[src/rtl/editor_hora_bcd.sv]
// BCD HH:MM:SS time source: counts on tick_1hz in RUN, field editing with
// push-button pulses in EDIT, with one-cycle EN/ACT load strobes downstream.
module editor_hora_bcd #(
  parameter int MODO_24H = 1
) (
  input  logic       clk,
  input  logic       reset,
  input  logic       tick_1hz,
  input  logic       seleccion,
  input  logic       btn_der,
  input  logic       btn_izq,
  input  logic       btn_arriba,
  input  logic       btn_abajo,
  output logic [7:0] dseg,
  output logic [7:0] dmin,
  output logic [7:0] dhora,
  output logic       EN,
  output logic       ACT,
  output logic [1:0] campo
);

  typedef enum logic [0:0] {RUN = 1'b0, EDIT = 1'b1} state_t;

  localparam logic [7:0] HORA_RST = (MODO_24H != 0) ? 8'h00 : 8'h12;

  state_t     state_r, state_s;
  logic [7:0] dseg_r, dseg_s;
  logic [7:0] dmin_r, dmin_s;
  logic [7:0] dhora_r, dhora_s;
  logic [1:0] campo_r, campo_s;
  logic       en_r, en_s;
  logic       act_r, act_s;

  // Minutes/seconds increment 00..59, nibble-wise BCD.
  function automatic logic [7:0] inc60(input logic [7:0] v);
    if (v[3:0] == 4'd9) begin
      if (v[7:4] == 4'd5) inc60 = 8'h00;
      else                inc60 = {v[7:4] + 4'd1, 4'd0};
    end else begin
      inc60 = {v[7:4], v[3:0] + 4'd1};
    end
  endfunction

  function automatic logic [7:0] dec60(input logic [7:0] v);
    if (v[3:0] == 4'd0) begin
      if (v[7:4] == 4'd0) dec60 = 8'h59;
      else                dec60 = {v[7:4] - 4'd1, 4'd9};
    end else begin
      dec60 = {v[7:4], v[3:0] - 4'd1};
    end
  endfunction

  // Hours wrap 23->00 in 24h mode, 12->01 in 12h mode.
  function automatic logic [7:0] inc_hora(input logic [7:0] v);
    if ((MODO_24H != 0) && (v == 8'h23))      inc_hora = 8'h00;
    else if ((MODO_24H == 0) && (v == 8'h12)) inc_hora = 8'h01;
    else if (v[3:0] == 4'd9)                  inc_hora = {v[7:4] + 4'd1, 4'd0};
    else                                      inc_hora = {v[7:4], v[3:0] + 4'd1};
  endfunction

  function automatic logic [7:0] dec_hora(input logic [7:0] v);
    if ((MODO_24H != 0) && (v == 8'h00))      dec_hora = 8'h23;
    else if ((MODO_24H == 0) && (v == 8'h01)) dec_hora = 8'h12;
    else if (v[3:0] == 4'd0)                  dec_hora = {v[7:4] - 4'd1, 4'd9};
    else                                      dec_hora = {v[7:4], v[3:0] - 4'd1};
  endfunction

  // Next-state and next-output logic, interpreted per the registered mode.
  always_comb begin
    state_s = seleccion ? EDIT : RUN;
    dseg_s  = dseg_r;
    dmin_s  = dmin_r;
    dhora_s = dhora_r;
    campo_s = campo_r;
    en_s    = 1'b0;
    act_s   = 1'b0;
    case (state_r)
      RUN: begin
        if (tick_1hz) begin
          dseg_s = inc60(dseg_r);
          if (dseg_r == 8'h59) begin
            dmin_s = inc60(dmin_r);
            if (dmin_r == 8'h59) dhora_s = inc_hora(dhora_r);
            else                 dhora_s = dhora_r;
          end else begin
            dmin_s = dmin_r;
          end
          en_s = 1'b1;
        end else begin
          en_s = 1'b0;
        end
        if (seleccion) campo_s = 2'b00;
        else           campo_s = campo_r;
      end
      EDIT: begin
        // Exactly one of up/down edits the field under the old cursor.
        if (btn_arriba ^ btn_abajo) begin
          case (campo_r)
            2'b00: begin
              dseg_s = btn_arriba ? inc60(dseg_r) : dec60(dseg_r);
              act_s  = 1'b1;
            end
            2'b01: begin
              dmin_s = btn_arriba ? inc60(dmin_r) : dec60(dmin_r);
              act_s  = 1'b1;
            end
            2'b10: begin
              dhora_s = btn_arriba ? inc_hora(dhora_r) : dec_hora(dhora_r);
              act_s   = 1'b1;
            end
            default: act_s = 1'b0;
          endcase
        end else begin
          act_s = 1'b0;
        end
        if (btn_der && !btn_izq)
          campo_s = (campo_r == 2'b10) ? 2'b00 : campo_r + 2'd1;
        else if (btn_izq && !btn_der)
          campo_s = (campo_r == 2'b00) ? 2'b10 : campo_r - 2'd1;
        else
          campo_s = campo_r;
      end
      default: state_s = RUN;
    endcase
  end

  // State and output registers.
  always_ff @(posedge clk) begin
    if (reset) begin
      state_r <= RUN;
      dseg_r  <= 8'h00;
      dmin_r  <= 8'h00;
      dhora_r <= HORA_RST;
      campo_r <= 2'b00;
      en_r    <= 1'b0;
      act_r   <= 1'b0;
    end else begin
      state_r <= state_s;
      dseg_r  <= dseg_s;
      dmin_r  <= dmin_s;
      dhora_r <= dhora_s;
      campo_r <= campo_s;
      en_r    <= en_s;
      act_r   <= act_s;
    end
  end

  assign dseg  = dseg_r;
  assign dmin  = dmin_r;
  assign dhora = dhora_r;
  assign campo = campo_r;
  assign EN    = en_r;
  assign ACT   = act_r;

endmodule

[config.mk]
export PLATFORM = sky130hd
export DESIGN_NAME = editor_hora_bcd
export DESIGN_NICKNAME = d
export VERILOG_FILES = /design/src/rtl/editor_hora_bcd.sv
export SDC_FILE = /design/constraint.sdc
export NUM_CORES = 1
export LEC_CHECK = 0
export ABC_AREA = 1
export CAP_MARGIN = 10
export CORE_MARGIN = 2
export CORE_UTILIZATION = 45
export DETAILED_ROUTE_END_ITERATION = 8
export DONT_BUFFER_PORTS = 1
export GPL_TIMING_DRIVEN = 0
export PLACE_DENSITY_LB_ADDON = 0.08
export RECOVER_POWER = 100
export SYNTH_ARGS = -nofsm -noshare
export SYNTH_HDL_FRONTEND = slang
export SYNTH_SLANG_ARGS = --single-unit
[constraint.sdc]
create_clock -name clk -period 2.7 [get_ports clk]
set_input_delay 0.135 -clock clk [delete_from_list [all_inputs] [get_ports clk]]
set_output_delay 0.135 -clock clk [all_outputs]
set_load 0.05 [all_outputs]
Word level (Yosys, flattened, before mapping)
Cells that the tools add are included.
- flip-flop bits (word level): 29
- bits of input ports: 8
- output and inout port bits: 28
- logic and storage cells: 109
- add/subtract/negate cells: 14
- eq/ne operators: 22
- muxes and demuxes: 39
- bitwise logic cells: 3
- reduce and logical (&&, ||, !) cells: 21
- operators with widths (cell ; count):
    8-bit two-way mux ; 27
    8-bit one-hot mux with 2 select lines ; 3
    4-bit by 1-bit adder with 4-bit output (second input constant) ; 6
    4-bit by 1-bit subtractor with 4-bit output (second input constant) ; 6
    4-bit logical NOT ; 5
    8-bit by 7-bit == test with 1-bit output (second input constant) ; 2
    4-bit == test (second input constant) ; 3
    2-bit two-way mux ; 5
    5-bit AND reduction ; 2
    4-bit by 3-bit == test with 1-bit output (second input constant) ; 2
    8-bit by 6-bit == test with 1-bit output (second input constant) ; 1
    8-bit logical NOT ; 1
    2-bit by 1-bit inequality test with 1-bit output (second input constant) ; 4
    2-bit inequality test (second input constant) ; 4
    4-bit AND reduction ; 2
    3-bit by 2-bit inequality test with 1-bit output (second input constant) ; 2
    6-bit AND reduction ; 1
    3-bit OR reduction ; 2
    4-bit by 2-bit inequality test with 1-bit output (second input constant) ; 1
    2-bit one-hot mux with 2 select lines ; 1
    1-bit two-way mux ; 3
    3-bit by 1-bit inequality test with 1-bit output (second input constant) ; 1
    3-bit AND reduction ; 1
    2-bit by 1-bit adder with 2-bit output (second input constant) ; 1
    10 further kinds ; 13

Depth between registers and ports, before layout
Gate-level depths: netlist of run 1.
- word-level depth: 7
- mapped depth: 11
- mapped depth without buffers: 11

Least setup slack after synthesis of run 1
Ideal clock, no wire load.
- path type: reg2reg
- from: register dhora_r[0] (netlist: dhora[0])
- to: register dhora_r[6] (netlist: dhora[6])
- library setup time: 0.065 ns
- arrival: 1.781 ns
- required time: 2.635 ns
- slack: 0.854 ns
- cell stages (with the launch flop): 9
- buffers on the path: 0
- clock period less this slack: 1.846 ns
- path through: dfxtp_1 -> ha_1 -> nand2_1 -> nor2_1 -> nand2_1 -> xor2_1 -> o22ai_1 -> nor2_1 -> nor2_1
- longest elaborated chain between the ends: 7
- elaborated cells on any way between the ends: 16
- those cells by class: 3 x eq/ne; 10 x mux; 3 x reduce/logical
- ends and longest elaborated chain (element ; RTL line ; text):
    from (decl) ; 29 ; logic [7:0] dhora_r, dhora_s;
    from (signal assigned) ; 141 ; dhora_r <= dhora_s;
    4-bit == test ; 57 ; else if (v[3:0] == 4'd9) inc_hora = {v[7:4] + 4'd1, 4'd0};
    8-bit two-way mux ; - ;
    8-bit two-way mux ; 55 ; if ((MODO_24H != 0) && (v == 8'h23)) inc_hora = 8'h00;
    8-bit two-way mux, on equally long branches ; 108, 83 ;
    8-bit two-way mux, on equally long branches ; 98, 81 ;
    8-bit two-way mux, on equally long branches ; 97, 79 ;
    8-bit one-hot mux with 2 select lines ; 77 ; case (state_r)
Parallel ways exist; a longest one is shown, timed or not. The select of a mux whose other input is x is not followed.
A chain may end at the register's enable or synchronous reset.

Final worst setup path of run 1
- from: register dseg_r[0] (netlist: dseg[0])
- to: register dhora_r[5] (netlist: dhora[5])
- longest elaborated chain between the ends: 3
- ends and longest elaborated chain (element ; RTL line ; text):
    from (decl) ; 27 ; logic [7:0] dseg_r, dseg_s;
    from (signal assigned) ; 139 ; dseg_r <= dseg_s;
    8-bit by 7-bit == test with 1-bit output ; 81 ; if (dseg_r == 8'h59) begin
    2-bit inequality test (no source line) ; - ;
    6-bit AND reduction (no source line) ; - ;
No other way between the ends.

==> results.py, run 1 <==
metrics = {
    "status": {
        "run_status": "finished, final reports clean",
    },
    "route": {
        "drt_iter0_drc": 124,
        "ant_nets": 0,
        "vias": 2180,
        "drc": 0,
        "finalWirelength_mm": 5.37,
        "via_per_inst": 4.98,
        "firstDrtPassIters": 4,
        "routedWlPerCell_um": 12.3,
    },
    "cts": {
        "clk_path_buf_depth": 2,
        "clk_latency_ns": 0.29,
        "clk_pin_slew_worst_paths_ns": 0.07,
        "root_buffer": "clkbuf_8",
        "cts_inserted_buffers": 5,
        "cts_tree": "yes",
        "ctsResizeCount": 0,
        "cts_sinks": 29,
        "htree_levels": 2,
    },
    "critical_path": {
        "worst_r2r_path_depth": 10,
        "critical_path.cell_chain": "clkbuf_1 -> nand2_1 -> nor2_1 -> nand3_2 -> nand2_4 -> nand2_1 -> nor2_4 -> inv_2 -> nor2_1 -> nor2_1",
        "worst_r2r_endpoint": "dhora[5]",
        "slowest_delay_ns": 0.63,
        "cp_slowest_cell": "dfxtp_1",
        "reg2reg_setup_slack_ns": 0.39,
        "cp.required_ns": 2.88,
        "cp-start-kind": "flip-flop",
        "worstPathMaxFanout": 9,
        "cp_common_cell": "nor2_1",
        "cp_top_family": "simple AND/OR/NAND/NOR gates",
        "crit_arrival_ns": 2.50,
        "path_class": "reg2reg",
        "r2r-start": "dseg[0]",
        "endpoint_kind": "flip-flop",
        "path_buf_inv": 2,
    },
    "synthesis": {
        "yosys.area.top_type_share_pct": 25.3,
        "ys_warn_count": 0,
        "yosysMostFrequentCell": "nand2_1",
        "syn_inst": 362,
        "yosys-top-cells-count": "nand2_1, nor2_1, inv_1",
        "syn_area_mm2": 0.00229,
        "synth_edf_count": 0,
        "yosysUniqueCellTypes": 36,
        "synth-async-reset-ratio_pct": 0,
        "synth_area_leaders": "dfxtp_1, nand2_1, nor2_1",
        "syn-num-nets": 384,
        "yosys_most_used_dff": "dfxtp_1",
        "ys_seq_area_share_pct": 25.3,
        "postSynthAreaPerCell_um2": 6.34,
        "ys_ff_latch": 29,
        "synth_top_area_cell": "dfxtp_1",
    },
    "placement": {
        "io_buffers": 0,
        "placed_cell_area_mm2": 0.00238,
        "dpl.cell_count": 429,
        "dp_hpwl_mm": 3.99,
        "gp_congestion": 0.880,
        "dp_slack_ns": 0.579,
    },
    "finish": {
        "layout-area-overhead-vs-synth_pct": 7.14,
        "nets": 392,
        "fillers": 522,
        "diodes": 0,
        "postLayoutCellArea_mm2": 0.00246,
        "multiInputGateArea_mm2": 0.00145,
        "register_area_um2": 581,
        "utilization_pct": 51.0,
        "layout-drive-gt1-share_pct": 9.43,
        "stdcell_count": 438,
    },
    "power": {
        "power_mw": 1.13,
        "ir_drop_mv": 0.221,
        "leakagePower_nw": 1.17,
        "p_per_area_mw_per_mm2": 459,
    },
    "sta": {
        "setup_ws_ns": 0.387,
        "maxClockFrequency_ghz": 0.432,
        "drv_slew": 0,
        "hold_viol": 0,
        "worst_slew_pin_slew_ns": 0.748,
        "rsz0062_at_grt": "no",
        "setup_tns_ns": 0,
        "clock-skew-final_ns": 0.0103,
        "timing.hold.ws_ns": 0.0624,
        "setup_viol": 0,
        "fin_crit_sh_pct": 85.7,
        "period_minus_slack_ns": 2.31,
        "slew_headroom_pct": 50.1,
    },
    "min_path": {
        "hold_end": "EN",
        "whs_path_depth": 4,
        "hold_path_class": "in2reg",
        "hold_start": "tick_1hz",
    },
    "floorplan": {
        "row_count": 25,
        "core-area_mm2": 0.00482,
        "start_util_pct": 47.6,
        "die_x_um": 75.4,
        "io_pins": 36,
        "die-area_mm2": 0.00569,
        "die_h_um": 75.4,
    },
    "global_route": {
        "grt_pass1_vias": 1852,
        "grt_max_degree": 11,
        "grt.total_usage_pct": 20.2,
        "grt_pass1_wl_mm": 8.76,
        "overflow": 0,
        "antenna_found_initial": 0,
    },
    "flow_run": {
        "drv_cap": 0,
    },
}
routing by layer:
| layer | global-route usage [%] | share of wire, % | up-vias |
|---|---|---|---|
| li1 | - | - | 1182 |
| met1 | 26.9 | 48 | 958 |
| met2 | 32.4 | 46 | 34 |
| met3 | 5.42 | 4.7 | 6 |
| met4 | 5.26 | 0.95 | 0 |
| met5 | 0 | 0 | - |
cell families (layout without fill, tap and decap cells):
family	after synthesis	in the layout	share of synthesized area, %
simple gates	180	180	36.0
fa+ha+maj	14	14	7.63
flops	29	29	25.3
buf+inv	58	67	10.3
compound gates	70	70	16.6
xor+xnor	11	11	4.20
placed cells by master (no fill, tap or decap), types with 2 or more instances in the layout:
| cell type | instances |
|---|---|
| nand3_2 | 2 |
| dfxtp_1 | 29 |
| clkbuf_8 | 7 |
| nand3_1 | 18 |
| o21ai_1 | 7 |
| xnor2_1 | 4 |
| nand2_1 | 87 |
| o211ai_1 | 2 |
| ha_1 | 14 |
| inv_2 | 7 |
| nand4_1 | 6 |
| nor3_1 | 4 |
| o21ai_0 | 35 |
| a31oi_1 | 3 |
| or2_2 | 2 |
| a21oi_1 | 16 |
| nor2_2 | 3 |
| xor2_1 | 7 |
| o21bai_1 | 2 |
| inv_1 | 41 |
| clkbuf_1 | 5 |
| nor2_4 | 3 |
| o22ai_1 | 2 |
| nor2_1 | 49 |
| buf_2 | 4 |
worst max-delay path by stage:
stage	from	endpoint	slack, ns	depth (start not counted)
floorplan	dhora[0]	dhora[6]	0.85	8
global placement	dmin[3]	dhora[5]	0.61	9
detailed placement	dhora[0]	dhora[6]	0.58	8
CTS	dhora[0]	dhora[6]	0.56	8
global route	dseg[0]	dhora[7]	0.17	10
finish	dseg[0]	dhora[5]	0.39	10
layout make-up:
| cell class | instances | share of cell area [%] |
|---|---|---|
| Sequential cell | 29 | 23.6 |
| Clock buffer | 7 | 3.92 |
| Clock inverter | 1 | 0.204 |
| Multi-Input combinational cell | 275 | 59.1 |
| Tap cell | 67 | 3.41 |
| Buffer | 10 | 2.04 |
| Inverter | 48 | 7.33 |
| Timing Repair Buffer | 1 | 0.407 |
repair_timing:
item,in CTS,in global routing
hold endpoints to repair,1,0
hold buffers,1,0
setup buffers,0,0
power by group:
part	internal [mW]	switching, mW	total [mW]	leakage [nW]
Combinational	0.0621	0.116	0.178	0.879
Sequential	0.447	0.0933	0.541	0.236
Clock	0.230	0.180	0.410	0.0542
registers in the layout (all words and copies together) (netlist names):
name	count
ACT	1
EN	1
campo	2
dhora	8
dmin	8
dseg	8
state_r	1
tightest hold or removal path, stage by stage:
cell,delay (ns)
inv_1,0.03
nor2_1,0.05
inv_1,0.06
nor2_1,0.04
Power figures use the tool's default switching activity.
==> run 2, diff against run 1 <==
CORE_ASPECT_RATIO = 0.75   (was not set)
==> run 2 against run 1 <==
Effect of this change: count of clock-buffer cells in the layout unchanged; routed wire length up 2.0%; utilization down 0.68 points; clock power about the same; final area up 0.36%; total power up 0.14%; die area about the same; global-route usage up 0.30 points; sequential power about the same; non-clock buffer count unchanged; hold slack better by 0.016 ns; highest routed layer unchanged.
==> results.py, run 2 (synthesis results as in run 1) <==
metrics = {
    "cts": {
        "clk_pin_slew_worst_paths_ns": 0.07,
        "clk_latency_ns": 0.29,
        "ctsHoldBuffers": 1,
        "root_buffer": "clkbuf_8",
        "post_cts_buffers": 0,
        "clk_path_buf_depth": 2,
        "cts_tree": "yes",
        "htree_levels": 2,
        "cts_sinks": 29,
        "ctsResizeCount": 0,
        "cts_inserted_buffers": 5,
    },
    "global_route": {
        "overflow": 0,
        "grtUsageMet2_pct": 27.7,
        "use_met3_pct": 6.24,
        "grt_pass1_vias": 1895,
        "grt_max_degree": 11,
        "use_met1_pct": 30.7,
        "grt.total_usage_pct": 20.5,
        "grt_pass1_wl_mm": 9.03,
        "top_usage_layer": "met1",
        "antenna_found_initial": 0,
    },
    "floorplan": {
        "io_pins": 36,
        "core-area_mm2": 0.00490,
        "die_h_um": 65.8,
        "row_count": 22,
        "die_x_um": 86.5,
        "die-area_mm2": 0.00569,
        "start_util_pct": 46.8,
    },
    "route": {
        "ant_nets": 0,
        "firstDrtPassIters": 5,
        "finalWirelength_mm": 5.48,
        "via_per_inst": 5.11,
        "vias": 2202,
        "drt_iter0_drc": 123,
        "drc": 0,
        "routedWlPerCell_um": 12.7,
    },
    "critical_path": {
        "path_class": "reg2reg",
        "cp-start-kind": "flip-flop",
        "slowest_delay_ns": 0.64,
        "endpoint_kind": "flip-flop",
        "worstPathMaxFanout": 8,
        "critical_path.cell_chain": "clkbuf_1 -> nand2_1 -> nor2_1 -> nand3_1 -> nand2_1 -> nand2_4 -> nor2_4 -> inv_1 -> nor2_1 -> nor2_1",
        "cp_slowest_cell": "dfxtp_1",
        "cp.required_ns": 2.88,
        "crit_arrival_ns": 2.42,
        "cp_common_cell": "nor2_1",
    },
    "power": {
        "leakagePower_nw": 1.18,
        "ir_drop_mv": 0.314,
        "p_per_area_mw_per_mm2": 458,
    },
    "finish": {
        "diodes": 0,
        "layout_common_cells": "nand2_1, nor2_1, inv_1, o21ai_0, dfxtp_1",
        "nets": 392,
        "final_common_cell": "nand2_1",
        "layout-drive-gt1-share_pct": 9.70,
        "postLayoutCellArea_mm2": 0.00247,
        "fillers": 503,
        "layout-area-overhead-vs-synth_pct": 7.52,
    },
    "sta": {
        "setup_viol": 0,
        "hold_viol": 0,
        "worst_slew_pin_slew_ns": 0.743,
        "fin_crit_sh_pct": 82.9,
        "clock-skew-final_ns": 0.00495,
        "period_minus_slack_ns": 2.24,
        "rsz0062_at_grt": "no",
        "setup_tns_ns": 0,
        "slew_headroom_pct": 50.4,
        "drv_slew": 0,
        "maxClockFrequency_ghz": 0.447,
    },
    "placement": {
        "dp_hpwl_mm": 4.15,
        "gp_congestion": 0.895,
        "io_buffers": 0,
        "placed_cell_area_mm2": 0.00237,
    },
    "status": {
        "run_status": "finished, final reports clean",
    },
    "min_path": {
        "hold_path_class": "in2reg",
    },
    "flow_run": {
        "drv_cap": 0,
    },
}
-- run 2: power by group --
part / total, mW / switching, mW / leakage (nW) / internal [mW]
Sequential: 0.541 / 0.0932 / 0.236 / 0.447
Combinational: 0.181 / 0.119 / 0.893 / 0.0625
Clock: 0.408 / 0.178 / 0.0542 / 0.230
Total: 1.13 / 0.390 / 1.18 / 0.740
-- run 2: critical path: cells and delay by family (launching register included) --
family,cells,cell delay (ns)
and+or+nand+nor,8,1.03
DFF,1,0.64
buffers and inverters,2,0.46
-- run 2: per-stage QoR --
step | std cells | hold slack, ns | util (%) | setup slack (ns) | power, mW
3_3_place_gp | 422 | 0.245 | 48.4 | 0.577 | 0.733
5_1_grt | 431 | 0.0981 | 50.4 | 0.255 | 1.19
2_1_floorplan | 362 | 0.242 | - | 0.854 | 0.692
4_1_cts | 431 | 0.0997 | 50.6 | 0.545 | 1.15
3_5_place_dp | 422 | 0.246 | 48.4 | 0.571 | 0.734
6_report | 431 | 0.0781 | 50.4 | 0.461 | 1.13
-- run 2: worst paths after layout --
check                               from        to  slack, ns  depth (start not counted)
worst min register to register   state_r       ACT       0.62                          2
worst min-delay path            tick_1hz        EN       0.08                          4
worst max-delay path             dmin[0]  dhora[5]       0.46                         10
worst max register to register   dmin[0]  dhora[5]       0.46                         10
-- run 2: area by class of cell --
class / instances / area, um^2 / area share, %
plain buffers: 10 / 50.0 / 2.03
clock buffers: 7 / 96.3 / 3.90
clock inverters: 1 / 5.00 / 0.203
inverters: 48 / 180 / 7.30
multi-input cells: 275 / 1470 / 59.6
flip-flops and latches: 29 / 581 / 23.5
well taps: 60 / 75.1 / 3.04
repair buffers: 1 / 10.0 / 0.406
-- run 2: per-layer routing --
metal / wire length, um / share of wire, %
met1: 2940 / 54
met3: 423 / 7.7
met4: 44 / 0.80
met2: 2070 / 38
met5: 0 / 0
==> run 3, diff against run 2 <==
ABC_AREA = 0   (was 1)
clock period = 1.9 ns   (was 2.7 ns; I/O delays follow)
==> run 3 against run 2 <==
Effect of this change: the flow now finishes with violations (negative setup slack); synthesized cell count decreased by 19%; sequential share of layout area is 0.48 points lower; clock power rose by 28%; utilization is 6.0 points higher; non-clock buffer count up 20; critical path type unchanged.
==> results.py, run 3 <==
metrics = {
    "synthesis": {
        "yosys.area.top_type_share_pct": 26.1,
        "yosys-top-cells-count": "nor2_1, dfxtp_1, a21oi_1",
        "ys_warn_count": 0,
        "yosysUniqueCellTypes": 59,
        "synth_edf_count": 0,
        "postSynthAreaPerCell_um2": 7.55,
        "syn-num-nets": 317,
        "ys_seq_area_share_pct": 26.1,
        "syn_area_mm2": 0.00223,
        "synth_area_leaders": "dfxtp_1, ha_1, nor2_1",
        "syn_inst": 295,
        "synth_top_area_cell": "dfxtp_1",
        "synth-async-reset-ratio_pct": 0,
        "yosys_most_used_dff": "dfxtp_1",
        "ys_ff_latch": 29,
        "yosysMostFrequentCell": "nor2_1",
    },
    "global_route": {
        "grtUsageMet2_pct": 32.9,
        "use_met1_pct": 34.9,
        "antenna_found_initial": 0,
        "use_met3_pct": 5.73,
        "grt_pass1_wl_mm": 10.1,
        "overflow": 0,
        "top_usage_layer": "met1",
        "grt_max_degree": 11,
        "grt.total_usage_pct": 23.2,
        "grt_pass1_vias": 2008,
    },
    "cts": {
        "cts_sinks": 29,
        "clk_pin_slew_worst_paths_ns": 0.06,
        "cts_inserted_buffers": 5,
        "clk_latency_ns": 0.28,
        "clk_path_buf_depth": 2,
        "root_buffer": "clkbuf_8",
        "cts_tree": "yes",
        "htree_levels": 2,
    },
    "route": {
        "finalWirelength_mm": 6.33,
        "routedWlPerCell_um": 16.9,
        "firstDrtPassIters": 5,
        "drc": 0,
        "vias": 2254,
        "ant_nets": 0,
        "drt_iter0_drc": 149,
        "via_per_inst": 6.03,
    },
    "floorplan": {
        "row_count": 22,
        "core-area_mm2": 0.00482,
        "die_x_um": 85.2,
        "start_util_pct": 46.2,
        "die-area_mm2": 0.00553,
        "io_pins": 36,
        "die_h_um": 64.9,
    },
    "sta": {
        "timing.hold.ws_ns": 0.0224,
        "rsz0062_at_grt": "yes",
        "hold_viol": 0,
        "setup_tns_ns": -1.18,
        "fin_crit_sh_pct": 109,
        "drv_slew": 0,
        "slew_headroom_pct": 49.8,
        "maxClockFrequency_ghz": 0.481,
        "clock-skew-final_ns": 0.00544,
        "setup_viol": 15,
        "worst_slew_pin_slew_ns": 0.752,
        "period_minus_slack_ns": 2.08,
        "setup_ws_ns": -0.180,
    },
    "power": {
        "ir_drop_mv": 0.350,
        "leakagePower_nw": 0.946,
        "p_per_area_mw_per_mm2": 517,
        "power_mw": 1.40,
    },
    "finish": {
        "layout-drive-gt1-share_pct": 28.0,
        "fillers": 448,
        "final_common_cell": "nor2_1",
        "stdcell_count": 374,
        "diodes": 0,
        "nets": 335,
        "layout_common_cells": "nor2_1, a21oi_1, nand2_1, dfxtp_2",
        "layout-area-overhead-vs-synth_pct": 21.9,
    },
    "critical_path": {
        "cp-start-kind": "flip-flop",
        "path_class": "reg2reg",
        "endpoint_kind": "flip-flop",
        "cp_slowest_cell": "or4_4",
        "critical_path.cell_chain": "buf_6 -> nand4bb_1 -> or4_4 -> a21o_4 -> a221o_1 -> a21oi_1",
        "worstPathMaxFanout": 6,
        "crit_start": "dseg[6]",
        "cp.required_ns": 2.09,
        "r2r-start": "dseg[6]",
        "slowest_delay_ns": 0.61,
        "crit_arrival_ns": 2.27,
    },
    "placement": {
        "dpl.cell_count": 355,
        "dp_slack_ns": -0.322,
        "gp_congestion": 0.895,
        "dp_hpwl_mm": 4.37,
        "io_buffers": 0,
    },
    "flow_run": {
        "drv_cap": 0,
    },
    "status": {
        "violations": "negative setup slack",
        "run_status": "finished with violations",
    },
    "min_path": {
        "hold_path_class": "in2reg",
        "hold_start": "reset",
    },
}
run 3: cell types whose count changed after synthesis, sizes merged, moves of 5 or more:
cell    previous run  this run
nor2b              0         6
clkbuf             3        15
a21oi             17        24
o21ai             42        17
or3                0         5
nand2b             0         8
a311oi             0         5
nor2              56        31
nand2             89        20
nor3               5        11
nand3             20         9
inv               48        15
run 3: critical path: cells and delay by family (launching register included):
| family | cells | cell delay [ns] |
|---|---|---|
| AO/OA/AOI/OAI | 3 | 0.69 |
| buffers and inverters | 1 | 0.13 |
| flip-flops | 1 | 0.44 |
| AND/OR/NAND/NOR | 2 | 0.74 |
run 3: cell type report:
type,instances,area (um^2),area share (%)
Multi-Input combinational cell,231,1650,60.9
Sequential cell,29,626,23.1
Buffer,19,114,4.20
Timing Repair Buffer,12,98.8,3.64
Clock buffer,8,90.1,3.32
Tap cell,60,75.1,2.77
Inverter,15,56.3,2.07
run 3: metrics by stage:
stage,util (%),cell area [um^2]
6_report,56.3,2710
5_1_grt,56.3,2710
3_5_place_dp,48.8,2350
4_1_cts,54.2,2610
3_3_place_gp,48.8,2350
2_1_floorplan,-,2280
run 3: worst paths after layout:
path	endpoint	slack, ns	cells after the start
worst max-delay path	dhora[0]	-0.18	6
worst min-delay path	dseg[2]	0.02	2
worst max register to register	dhora[0]	-0.18	6
worst min register to register	dseg[3]	0.63	2
run 3: repair_timing:
item / 4_1_cts / 5_1_grt
buffers inserted: 8 / 2
endpoints found under the hold margin: 2 / 0
hold buffers: 2 / 0
gates resized for setup: 32 / 34
pin swaps: 7 / 5
endpoints found under the setup margin: 24 / 23
run 3: kinds of logic (layout without fill, tap and decap cells):
logic type,Yosys count,count (layout),share of synthesized area (%)
compound gates,86,86,26.3
xor+xnor,10,10,3.94
fa+ha+maj,14,14,7.87
buf+inv,35,54,6.63
flops,29,29,26.1
mux,3,3,1.41
simple gates,118,118,27.8
run 3: routing by layer:
metal	up-vias	share of wire, %
met4	0	0.85
met5	-	0
li1	1117	-
met3	6	7.6
met2	85	43
met1	1046	49
run 3: where the power goes:
part           switching [mW]  leakage [nW]  internal, mW  total [mW]
sequential             0.0685         0.248         0.617       0.686
clock                   0.228        0.0455         0.295       0.523
combinational           0.120         0.653        0.0734       0.193
total                   0.416         0.946         0.985        1.40
